==> config.mk <==
export PLATFORM = sky130hd
export DESIGN_NAME = ysyx_25040111_csr_seq
export DESIGN_NICKNAME = d
export VERILOG_FILES = /design/src/rtl/ysyx_25040111_csr_seq.sv
export SDC_FILE = /design/constraint.sdc
export NUM_CORES = 1
export LEC_CHECK = 0
export ABC_CLOCK_PERIOD_IN_PS = 3450
export CORE_ASPECT_RATIO = 0.7
export CORE_MARGIN = 4
export CORE_UTILIZATION = 23
export CTS_CLUSTER_DIAMETER = 40
export DETAILED_ROUTE_END_ITERATION = 16
export GPL_TIMING_DRIVEN = 0
export PLACE_DENSITY_LB_ADDON = 0.3
export SLEW_MARGIN = 20
export SYNTH_ARGS = -nofsm -noshare
export SYNTH_HDL_FRONTEND = slang
export SYNTH_SLANG_ARGS = --single-unit
==> constraint.sdc <==
create_clock -name clk -period 3.45 [get_ports clk]
set_input_delay 0.8625 -clock clk [delete_from_list [all_inputs] [get_ports clk]]
set_output_delay 0.8625 -clock clk [all_outputs]
set_load 0.05 [all_outputs]
==> src/rtl/ysyx_25040111_csr_seq.sv <==
// CSR access sequencer: issues ordered CSR file read/write/jtype cycles for CSRR*, ECALL and MRET.
// Optional build macro YSYX_25040111_CSR_ZEROSKIP_EN skips the write-back for CSRRS/CSRRC with src==0.
module ysyx_25040111_csr_seq (
   input  logic        clk,
   input  logic        reset,
   input  logic        in_valid,
   output logic        in_ready,
   input  logic [2:0]  in_op,
   input  logic [11:0] in_addr,
   input  logic [31:0] in_src,
   input  logic [31:0] in_pc,
   output logic        csr_wen,
   output logic        csr_ren,
   output logic [11:0] csr_waddr,
   output logic [11:0] csr_raddr,
   output logic [31:0] csr_wdata,
   output logic [1:0]  csr_jtype,
   input  logic [31:0] csr_rdata,
   output logic        out_valid,
   input  logic        out_ready,
   output logic [31:0] out_rdata,
   output logic        out_redirect,
   output logic [31:0] out_npc,
   output logic        out_err
);

   localparam int unsigned XLEN   = 32;
   localparam int unsigned ADDR_W = 12;
   localparam int unsigned OP_W   = 3;

   localparam logic [OP_W-1:0]   OP_RW    = 3'b000;
   localparam logic [OP_W-1:0]   OP_RS    = 3'b001;
   localparam logic [OP_W-1:0]   OP_RC    = 3'b010;
   localparam logic [OP_W-1:0]   OP_ECALL = 3'b011;
   localparam logic [OP_W-1:0]   OP_MRET  = 3'b100;
   localparam logic [ADDR_W-1:0] A_MEPC   = 12'h341;
   localparam logic [ADDR_W-1:0] A_MTVEC  = 12'h305;
   localparam logic [1:0]        JT_ECALL = 2'b01;

   typedef enum logic [2:0] {
      S_IDLE, S_READ, S_WRITE, S_EPC, S_VEC, S_RET, S_DONE
   } state_t;

   state_t state_q, state_d;

   logic [OP_W-1:0]   op_q;
   logic [ADDR_W-1:0] addr_q;
   logic [XLEN-1:0]   src_q, pc_q, old_q, old_d;

   logic              wen_d, ren_d;
   logic [ADDR_W-1:0] waddr_d, raddr_d;
   logic [XLEN-1:0]   wdata_d;
   logic [1:0]        jtype_d;
   logic              valid_d, redir_d, err_d;
   logic [XLEN-1:0]   rdata_d, npc_d;
   logic              accept, skip;

   assign in_ready = (state_q == S_IDLE) & reset;
   assign accept   = in_valid & in_ready;

`ifdef YSYX_25040111_CSR_ZEROSKIP_EN
   assign skip = ((op_q == OP_RS) || (op_q == OP_RC)) && (src_q == '0);
`else
   assign skip = 1'b0;
`endif

   // Next state plus the values every registered output takes for the next cycle.
   always_comb begin
      state_d = state_q;
      old_d   = old_q;
      wen_d   = 1'b0;
      ren_d   = 1'b0;
      waddr_d = '0;
      raddr_d = '0;
      wdata_d = '0;
      jtype_d = '0;
      valid_d = out_valid;
      rdata_d = out_rdata;
      redir_d = out_redirect;
      npc_d   = out_npc;
      err_d   = out_err;
      case (state_q)
         S_IDLE: begin
            if (accept) begin
               rdata_d = '0;
               redir_d = 1'b0;
               err_d   = 1'b0;
               case (in_op)
                  OP_RW, OP_RS, OP_RC: begin
                     state_d = S_READ;
                     ren_d   = 1'b1;
                     raddr_d = in_addr;
                  end
                  OP_ECALL: begin
                     state_d = S_EPC;
                     wen_d   = 1'b1;
                     waddr_d = A_MEPC;
                     wdata_d = in_pc;
                  end
                  OP_MRET: begin
                     state_d = S_RET;
                     ren_d   = 1'b1;
                     raddr_d = A_MEPC;
                  end
                  default: begin
                     state_d = S_DONE;
                     valid_d = 1'b1;
                     err_d   = 1'b1;
                  end
               endcase
            end
         end
         S_READ: begin
            old_d = csr_rdata;
            if (skip) begin
               state_d = S_DONE;
               valid_d = 1'b1;
               rdata_d = csr_rdata;
            end else begin
               state_d = S_WRITE;
               wen_d   = 1'b1;
               waddr_d = addr_q;
               case (op_q)
                  OP_RS:   wdata_d = csr_rdata | src_q;
                  OP_RC:   wdata_d = csr_rdata & ~src_q;
                  default: wdata_d = src_q;
               endcase
            end
         end
         S_WRITE: begin
            state_d = S_DONE;
            valid_d = 1'b1;
            rdata_d = old_q;
         end
         S_EPC: begin
            // mepc write lands at this edge; the vector fetch and cause record follow
            state_d = S_VEC;
            jtype_d = JT_ECALL;
            ren_d   = 1'b1;
            raddr_d = A_MTVEC;
         end
         S_VEC, S_RET: begin
            state_d = S_DONE;
            npc_d   = csr_rdata;
            redir_d = 1'b1;
            valid_d = 1'b1;
         end
         S_DONE: begin
            if (out_ready) begin
               state_d = S_IDLE;
               valid_d = 1'b0;
               redir_d = 1'b0;
               err_d   = 1'b0;
            end
         end
         default: state_d = S_IDLE;
      endcase
   end

   // State, operand latches and registered outputs.
   always_ff @(posedge clk) begin
      if (!reset) begin
         state_q      <= S_IDLE;
         op_q         <= '0;
         addr_q       <= '0;
         src_q        <= '0;
         pc_q         <= '0;
         old_q        <= '0;
         csr_wen      <= 1'b0;
         csr_ren      <= 1'b0;
         csr_waddr    <= '0;
         csr_raddr    <= '0;
         csr_wdata    <= '0;
         csr_jtype    <= '0;
         out_valid    <= 1'b0;
         out_rdata    <= '0;
         out_redirect <= 1'b0;
         out_npc      <= '0;
         out_err      <= 1'b0;
      end else begin
         state_q      <= state_d;
         old_q        <= old_d;
         csr_wen      <= wen_d;
         csr_ren      <= ren_d;
         csr_waddr    <= waddr_d;
         csr_raddr    <= raddr_d;
         csr_wdata    <= wdata_d;
         csr_jtype    <= jtype_d;
         out_valid    <= valid_d;
         out_rdata    <= rdata_d;
         out_redirect <= redir_d;
         out_npc      <= npc_d;
         out_err      <= err_d;
         if (accept) begin
            op_q   <= in_op;
            addr_q <= in_addr;
            src_q  <= in_src;
            pc_q   <= in_pc;
         end
      end
   end

endmodule

==> results.txt, run 1 <==
----------------------------------------------------
[Critical path]
  Arrival @ worst endpoint ... 2.26 ns
  Required time worst endpoint ... 2.59 ns
  Class of the most critical setup path ... in -> out
  Kind of start point of the critical path ... input port
  CP max FO ... 10
  Crit path capture type ... output pin

[Yosys]
  XOR/XNOR Fraction of Synth Area ... 0%
  Count of flip-flops with a built-in enable after synthesis ... 0
  Library cell occupying the most area in the post-synthesis netlist ... sky130_fd_sc_hd__dfxtp_1
  Leading register cell type out of synthesis ... sky130_fd_sc_hd__dfxtp_1
  Synth Warn # ... 0
  Portion of synthesized cell area occupied by the leading cell type ... 52.1%
  Main combinational cell family by area after synthesis ... simple AND/OR/NAND/NOR gates
  Compound-cell area share of the yosys netlist ... 21.8%
  Share of synthesized area occupied by flip-flops and latches ... 52.1%
  Synth Register Bits ... 208
  Mean post-synth cell area ... 8.29 sq um
  Syn nets ... 1079
  Mux contribution to synthesized area ... 0%
  Biggest area contributors in the synthesized netlist ... sky130_fd_sc_hd__dfxtp_1 52%, sky130_fd_sc_hd__nand2_1 14%, sky130_fd_sc_hd__a21boi_0 9.2%
  Area share of fa/ha/maj cells after synthesis ... 0%
  Share of synthesized cell area in and, or, nand and nor gates ... 21.9%
  Share of flip-flops with an asynchronous set or reset ... 0%
  Synth Cell Area ... 8000 sq um
  Number of cells produced by synthesis ... 964
  Unique cell type count in the Yosys netlist ... 30

[Place]
  Total of buffers placed on input and output ports ... 240
  RD Place Congestion ... 0.802
  HPWL after DPL ... 23500 um
  Placed instance count ... 1668

[Layout]
  Filler-free cell count of the finished design ... 1728
  Footprint of the multi-input gates ... 3500 sq um
  Antenna fix cells ... 0
  Top library cells by usage in the layout, fill and taps aside ... 298 x sky130_fd_sc_hd__nand2_1, 239 x sky130_fd_sc_hd__clkdlybuf4s50_1, 208 x sky130_fd_sc_hd__dfxtp_1
  Net count reported at finish ... 1355
  Fillers ... 3562
  Commonest non-fill, non-tap cell in the layout ... sky130_fd_sc_hd__nand2_1
  Layout cell share with drive strength beyond 1 ... 5.54%
  P&R area growth vs syn ... 51.4%
  Area of all sequential standard cells ... 4160 sq um

[Run status]
  Run status ... complete, no violations

[STA]
  Fmax achieved ... 0.320 GHz
  Final worst path period need ... 3.13 ns
  RSZ-0062 raised after global routing ... no
  Worst-Margin Slew ... 0.786 ns
  Fin Clk Skew ... 0.0144 ns
  # setup viols final ... 0
  Final-layout setup total negative slack ... 0 ns
  Headroom to the max-slew limit ... 47.6%
  Final count of pins violating max slew ... 0
  Final period utilization ... 90.6%
  Final Hold Viols ... 0

[GRT]
  Initial antenna violation count ... 0
  Residual overflow from global routing ... 0
  All-layer global routing usage ... 16.5%
  Global-route wire length before repair ... 47300 um
  Maximum number of pins on one net before global-route repair ... 12
  Vias in the first global route ... 7719

[Clock network]
  Clock tree from TritonCTS ... done
  Post-CTS setup-driven buffer insertion count ... 0
  Number of buffers added to fix hold violations after cts ... 0
  Clock latency reported for the late side of the worst-skew pair ... 0.50 ns
  Deepest level of the CTS H-tree ... 2
  Maximum clock path buffer count ... 3
  Num CTS Buffers ... 34
  Clk slew on worst S/H paths ... 0.06 ns
  # resized after CTS ... 3
  Total number of clock tree sinks ... 208
  Clock tree root buffer cell ... sky130_fd_sc_hd__clkbuf_16

[Die]
  DIE WIDTH ... 231 um
  Initial core utilization ... 23.6%
  Area inside the core boundary ... 33900 sq um
  Die area ... 37900 sq um
  IO Count ... 243
  Die height ... 164 um
  Placement Rows ... 56

[Power and ir drop]
  Worst IR drop on VDD ... 0.000261 V
  Static leakage ... 4.21 nW
  Power Density ... 579 nW/um^2

[Drt]
  Drt initial violations ... 570
  Via count ... 7789
  Number of iterations in the first detailed-routing pass ... 5
  Drc violations ... 0
  Aggregate routed wire length ... 31900 um
  Routed len/inst ... 18.5 um
  Antenna-violating nets left ... 0
  DR vias/cell ... 4.51

[Flow run]
  Count of max-cap constraint violations ... 0

[Hold path]
  Min-delay worst type ... reg -> reg

----------------------------------------------------
[cell type report]
| class | count | area share (%) |
|---|---|---|
| Buffer | 77 | 2.66 |
| Clock buffer | 44 | 7.76 |
| Clock inverter | 16 | 1.55 |
| Inverter | 3 | 0.0930 |
| Multi-Input combinational cell | 676 | 28.9 |
| Sequential cell | 208 | 34.4 |
| Tap cell | 464 | 4.80 |
| Timing Repair Buffer | 240 | 19.8 |
[where the power goes]
part | internal [mW] | switching [mW]
registers | 2.52 | 0.0750
logic | 0.369 | 0.658
clock network | 2.16 | 1.23
total | 5.05 | 1.96
[worst paths after layout]
check | slack, ns | from | end | cells past startpoint
worst min-delay path | 0.43 | addr_q[5] | csr_waddr[5] | 2
worst max-delay path | 0.32 | reset | in_ready | 5
worst max register to register | 0.98 | state_q[2] | csr_wdata[17] | 5
worst min register to register | 0.43 | addr_q[5] | csr_waddr[5] | 2
[critical path: stages]
cell and delay [ns]:
sky130_fd_sc_hd__clkbuf_1 0.32, sky130_fd_sc_hd__clkbuf_4 0.39, sky130_fd_sc_hd__nand2_1 0.23, sky130_fd_sc_hd__nor2_1 0.16, sky130_fd_sc_hd__clkbuf_2 0.29
[state kept, by name, indices dropped and copies added, names as in the netlist, 3 cells and up]
register and count:
out_rdata 32, addr_q 12, op_q 3, csr_raddr 12, out_npc 32, old_q 32
src_q 32, state_q 3, csr_waddr 12, csr_wdata 32
[per-layer routing]
layer,GRT usage [%],vias to the layer above,routed length [um]
li1,-,3816,-
met1,23.3,3656,15400
met2,24.8,276,13400
met3,5.11,41,2730
met4,3.50,0,442
met5,0,-,0
[cell usage after synthesis, drive strengths merged (3+ instances only)]
cell	instances
clkbuf	58
inv	3
nand2	298
nand3	38
or3	3
a21boi	98
a211oi	34
o31ai	33
and3	8
nor2b	34
nor2	20
a21oi	46
o21ai	49
buf	19
nand2b	3
dfxtp	208
[per-stage QoR]
stage | worst slack (ns) | hold WS (ns) | total power, mW | utilization (%) | area [sq um]
after floorplan | 0.399 | 0.413 | 3.21 | - | 8000
after global placement | -0.865 | 0.424 | 3.67 | 32.4 | 11000
after detailed placement | -0.845 | 0.429 | 3.68 | 32.4 | 11000
final | 0.324 | 0.431 | 7.01 | 35.7 | 12100
after global routing | 0.169 | 0.458 | 7.32 | 35.7 | 12100
after CTS | 0.0482 | 0.435 | 7.12 | 35.7 | 12100
[logic make-up after synthesis]
group / count (synthesis)
buffers and inverters: 80
flip-flops: 208
other: 1
AND/OR/NAND/NOR: 411
AO/OA/AOI/OAI: 264
No activity file was read; power rests on OpenSTA's default activity.
==> run 2, diff against run 1 <==
CORE_UTILIZATION = 47   (was 23)
==> run 2 against run 1 <==
Net effect: critical path type unchanged; final cell count shrank 15%; register-to-register slack gained 0.07 ns; sequential power is essentially flat; critical path depth is the same; critical endpoint unchanged; highest routed layer unchanged; clock power shrank 22%; non-clock buffer count is the same.
==> results.txt, run 2 (synthesized netlist as in run 1, its figures left out) <==
----------------------------------------------------
[Drt]
  Routed len/inst ... 18.1 um (was 18.5 um)
  DR vias/cell ... 5.25 (was 4.51)
  Aggregate routed wire length ... 26600 um (was 31900 um)
  Number of iterations in the first detailed-routing pass ... 5 (unchanged)
  Max Used Layer ... met4 (unchanged)
  Drc violations ... 0 (unchanged)
  Via count ... 7741 (was 7789)
  Drt initial violations ... 605 (was 570)
  Met1 routed wirelength after detailed routing ... 12000 um (was 15400 um)
  Met3 wirelength from detailed routing ... 2320 um (was 2730 um)
  Routed wire length on met2 ... 11700 um (was 13400 um)
  Antenna-violating nets left ... 0 (unchanged)

[Die]
  Placement Rows ... 39 (was 56)
  IO Count ... 243 (unchanged)
  DIE WIDTH ... 164 um (was 231 um)
  Die area ... 19200 sq um (was 37900 sq um)
  Initial core utilization ... 48.5% (was 23.6%)
  Die height ... 117 um (was 164 um)
  Area inside the core boundary ... 16500 sq um (was 33900 sq um)

[Critical path]
  CP cell instances ... clkbuf_1 -> clkbuf_2 -> nand2_1 -> nor2_1 -> clkbuf_2 (was clkbuf_1 -> clkbuf_4 -> nand2_1 -> nor2_1 -> clkbuf_2)
  Crit path capture type ... output pin (unchanged)
  Worst path most repeated cell ... sky130_fd_sc_hd__clkbuf_2
  End point of the critical path ... in_ready (unchanged)
  Worst flop-to-flop path endpoint ... csr_wdata[29] (was csr_wdata[17])
  First element of the critical path ... reset (unchanged)
  Number of cells traversed by the worst register-to-register path ... 5 (unchanged)
  Arrival @ worst endpoint ... 2.35 ns (was 2.26 ns)
  Critical path buffer and inverter count ... 3 (unchanged)
  Required time worst endpoint ... 2.59 ns (about the same)
  Crit path depth ... 5 (unchanged)
  Kind of start point of the critical path ... input port (unchanged)
  Slowest stage delay, CP ... 0.40 ns (was 0.39 ns)
  Delay-heaviest family, CP ... buffers and inverters (unchanged)
  R2r startpoint ... state_q[2] (unchanged)
  Class of the most critical setup path ... in -> out (unchanged)
  Cell with the largest stage delay on the worst path ... sky130_fd_sc_hd__clkbuf_2 (was sky130_fd_sc_hd__clkbuf_4)
  Minimum setup slack among reg-to-reg paths ... 1.05 ns (was 0.98 ns)
  CP max FO ... 10 (unchanged)

[Place]
  HPWL after DPL ... 19800 um (was 23500 um)
  Setup WS pre-CTS ... -0.554 ns (was -0.845 ns)
  Total of buffers placed on input and output ports ... 240 (unchanged)
  RD Place Congestion ... 0.865 (was 0.802)

[Clock network]
  Clock tree root buffer cell ... sky130_fd_sc_hd__clkbuf_16 (unchanged)
  Num CTS Buffers ... 25 (was 34)
  Post-CTS setup-driven buffer insertion count ... 0 (unchanged)
  Maximum clock path buffer count ... 3 (unchanged)
  Deepest level of the CTS H-tree ... 1 (was 2)
  Total number of clock tree sinks ... 208 (unchanged)
  Clock tree from TritonCTS ... done (unchanged)
  Clock latency reported for the late side of the worst-skew pair ... 0.51 ns (was 0.50 ns)
  Clk slew on worst S/H paths ... 0.06 ns (about the same)

[Power and ir drop]
  Power Density ... 542 nW/um^2 (was 579 nW/um^2)
  Post-route total power ... 6.24 mW (was 7.01 mW)
  Static leakage ... 4.08 nW (was 4.21 nW)
  Worst IR drop on VDD ... 0.000330 V (was 0.000261 V)

[Layout]
  P&R area growth vs syn ... 44.1% (was 51.4%)
  Layout Utilization ... 69.8% (was 35.7%)
  Fillers ... 1363 (was 3562)
  Top library cells by usage in the layout, fill and taps aside ... 298 x sky130_fd_sc_hd__nand2_1, 239 x sky130_fd_sc_hd__clkdlybuf4s50_1, 208 x sky130_fd_sc_hd__dfxtp_1 (unchanged)
  Commonest non-fill, non-tap cell in the layout ... sky130_fd_sc_hd__nand2_1 (unchanged)
  Net count reported at finish ... 1346 (was 1355)
  Layout cell share with drive strength beyond 1 ... 4.72% (was 5.54%)
  Antenna fix cells ... 0 (unchanged)

[STA]
  Worst Setup Slack, final ... 0.237 ns (was 0.324 ns)
  Final worst path period need ... 3.21 ns (was 3.13 ns)
  Final period utilization ... 93.1% (was 90.6%)
  Final count of pins violating max slew ... 0 (unchanged)
  Fin Clk Skew ... 0.00968 ns (was 0.0144 ns)
  Fmax achieved ... 0.311 GHz (was 0.320 GHz)
  Worst-Margin Slew ... 0.796 ns (was 0.786 ns)
  Headroom to the max-slew limit ... 46.6% (was 47.6%)
  Final Hold Viols ... 0 (unchanged)
  RSZ-0062 raised after global routing ... no (unchanged)
  # setup viols final ... 0 (unchanged)

[GRT]
  Initial antenna violation count ... 0 (unchanged)
  All-layer global routing usage ... 27.3% (was 16.5%)
  Maximum number of pins on one net before global-route repair ... 15 (was 12)
  Vias in the first global route ... 7612 (was 7719)
  Global-route wire length before repair ... 41000 um (was 47300 um)
  Residual overflow from global routing ... 0 (unchanged)

[Flow run]
  Count of max-cap constraint violations ... 0 (unchanged)

[Run status]
  Run status ... complete, no violations (unchanged)

[Hold path]
  Min-delay worst type ... reg -> reg (unchanged)

----------------------------------------------------
[run 2: cell types whose count changed in the layout (fill, tap and decap cells not counted)]
cell / previous run / this run
sky130_fd_sc_hd__clkbuf_16: 35 / 25
sky130_fd_sc_hd__clkbuf_4: 1 / 0
sky130_fd_sc_hd__clkinv_2: 3 / 4
sky130_fd_sc_hd__clkbuf_2: 1 / 2
sky130_fd_sc_hd__clkbuf_1: 63 / 59
sky130_fd_sc_hd__clkinv_4: 1 / 2
sky130_fd_sc_hd__clkinvlp_4: 4 / 2
sky130_fd_sc_hd__inv_8: 0 / 1
sky130_fd_sc_hd__clkbuf_8: 3 / 1
[run 2: power by group]
group / internal, mW / total (mW) / leakage, nW / switching (mW)
Combinational: 0.368 / 0.992 / 1.98 / 0.623
Clock: 1.60 / 2.65 / 0.413 / 1.05
Sequential: 2.52 / 2.59 / 1.69 / 0.0752
Total: 4.49 / 6.24 / 4.08 / 1.75
[run 2: worst min-delay path, delay by kind of cell (launching register included)]
kind	cells	cell delay [ns]
DFF	1	0.30
and+or+nand+nor	2	0.10
[run 2: layout make-up]
cell class	count	area, sq um	share of cell area, %
Tap cell	225	282	2.44
Buffer	77	319	2.77
Clock buffer	28	647	5.62
Timing Repair Buffer	240	2400	20.8
Clock inverter	17	198	1.72
Multi-Input combinational cell	676	3500	30.4
Sequential cell	208	4160	36.1
Inverter	3	11.3	0.0978
[run 2: layer usage]
layer / GRT usage, % / vias to the layer above
met2: 43.7 / 307
li1: - / 3789
met3: 6.93 / 47
met5: 0 / -
met4: 6.42 / 0
met1: 37.5 / 3598
[run 2: worst min path at each step]
| stage | start | to | slack [ns] | cells after the start |
|---|---|---|---|---|
| 6_report | addr_q[3] | csr_waddr[3] | 0.43 | 2 |
| 5_1_grt | addr_q[3] | csr_waddr[3] | 0.45 | 2 |
| 4_1_cts | addr_q[3] | csr_waddr[3] | 0.44 | 2 |
| 3_5_place_dp | addr_q[3] | csr_waddr[3] | 0.43 | 2 |
| 3_3_place_gp | addr_q[3] | csr_waddr[3] | 0.42 | 2 |
| 2_1_floorplan | addr_q[10] | csr_waddr[10] | 0.41 | 2 |
[run 2: repair_timing]
item,4_1_cts,5_1_grt
endpoints found under the setup margin,1,1
resized for setup,2,2
hold buffers,0,0
[run 2: through the flow]
stage               hold WS, ns  std cells  setup TNS [ns]  area (sq um)
global route              0.452       1474               0         11500
floorplan                 0.413        964               0          8000
CTS                       0.435       1474               0         11500
global placement          0.423       1429          -0.543         10700
finish                    0.434       1474               0         11500
detailed placement        0.426       1429          -0.554         10700
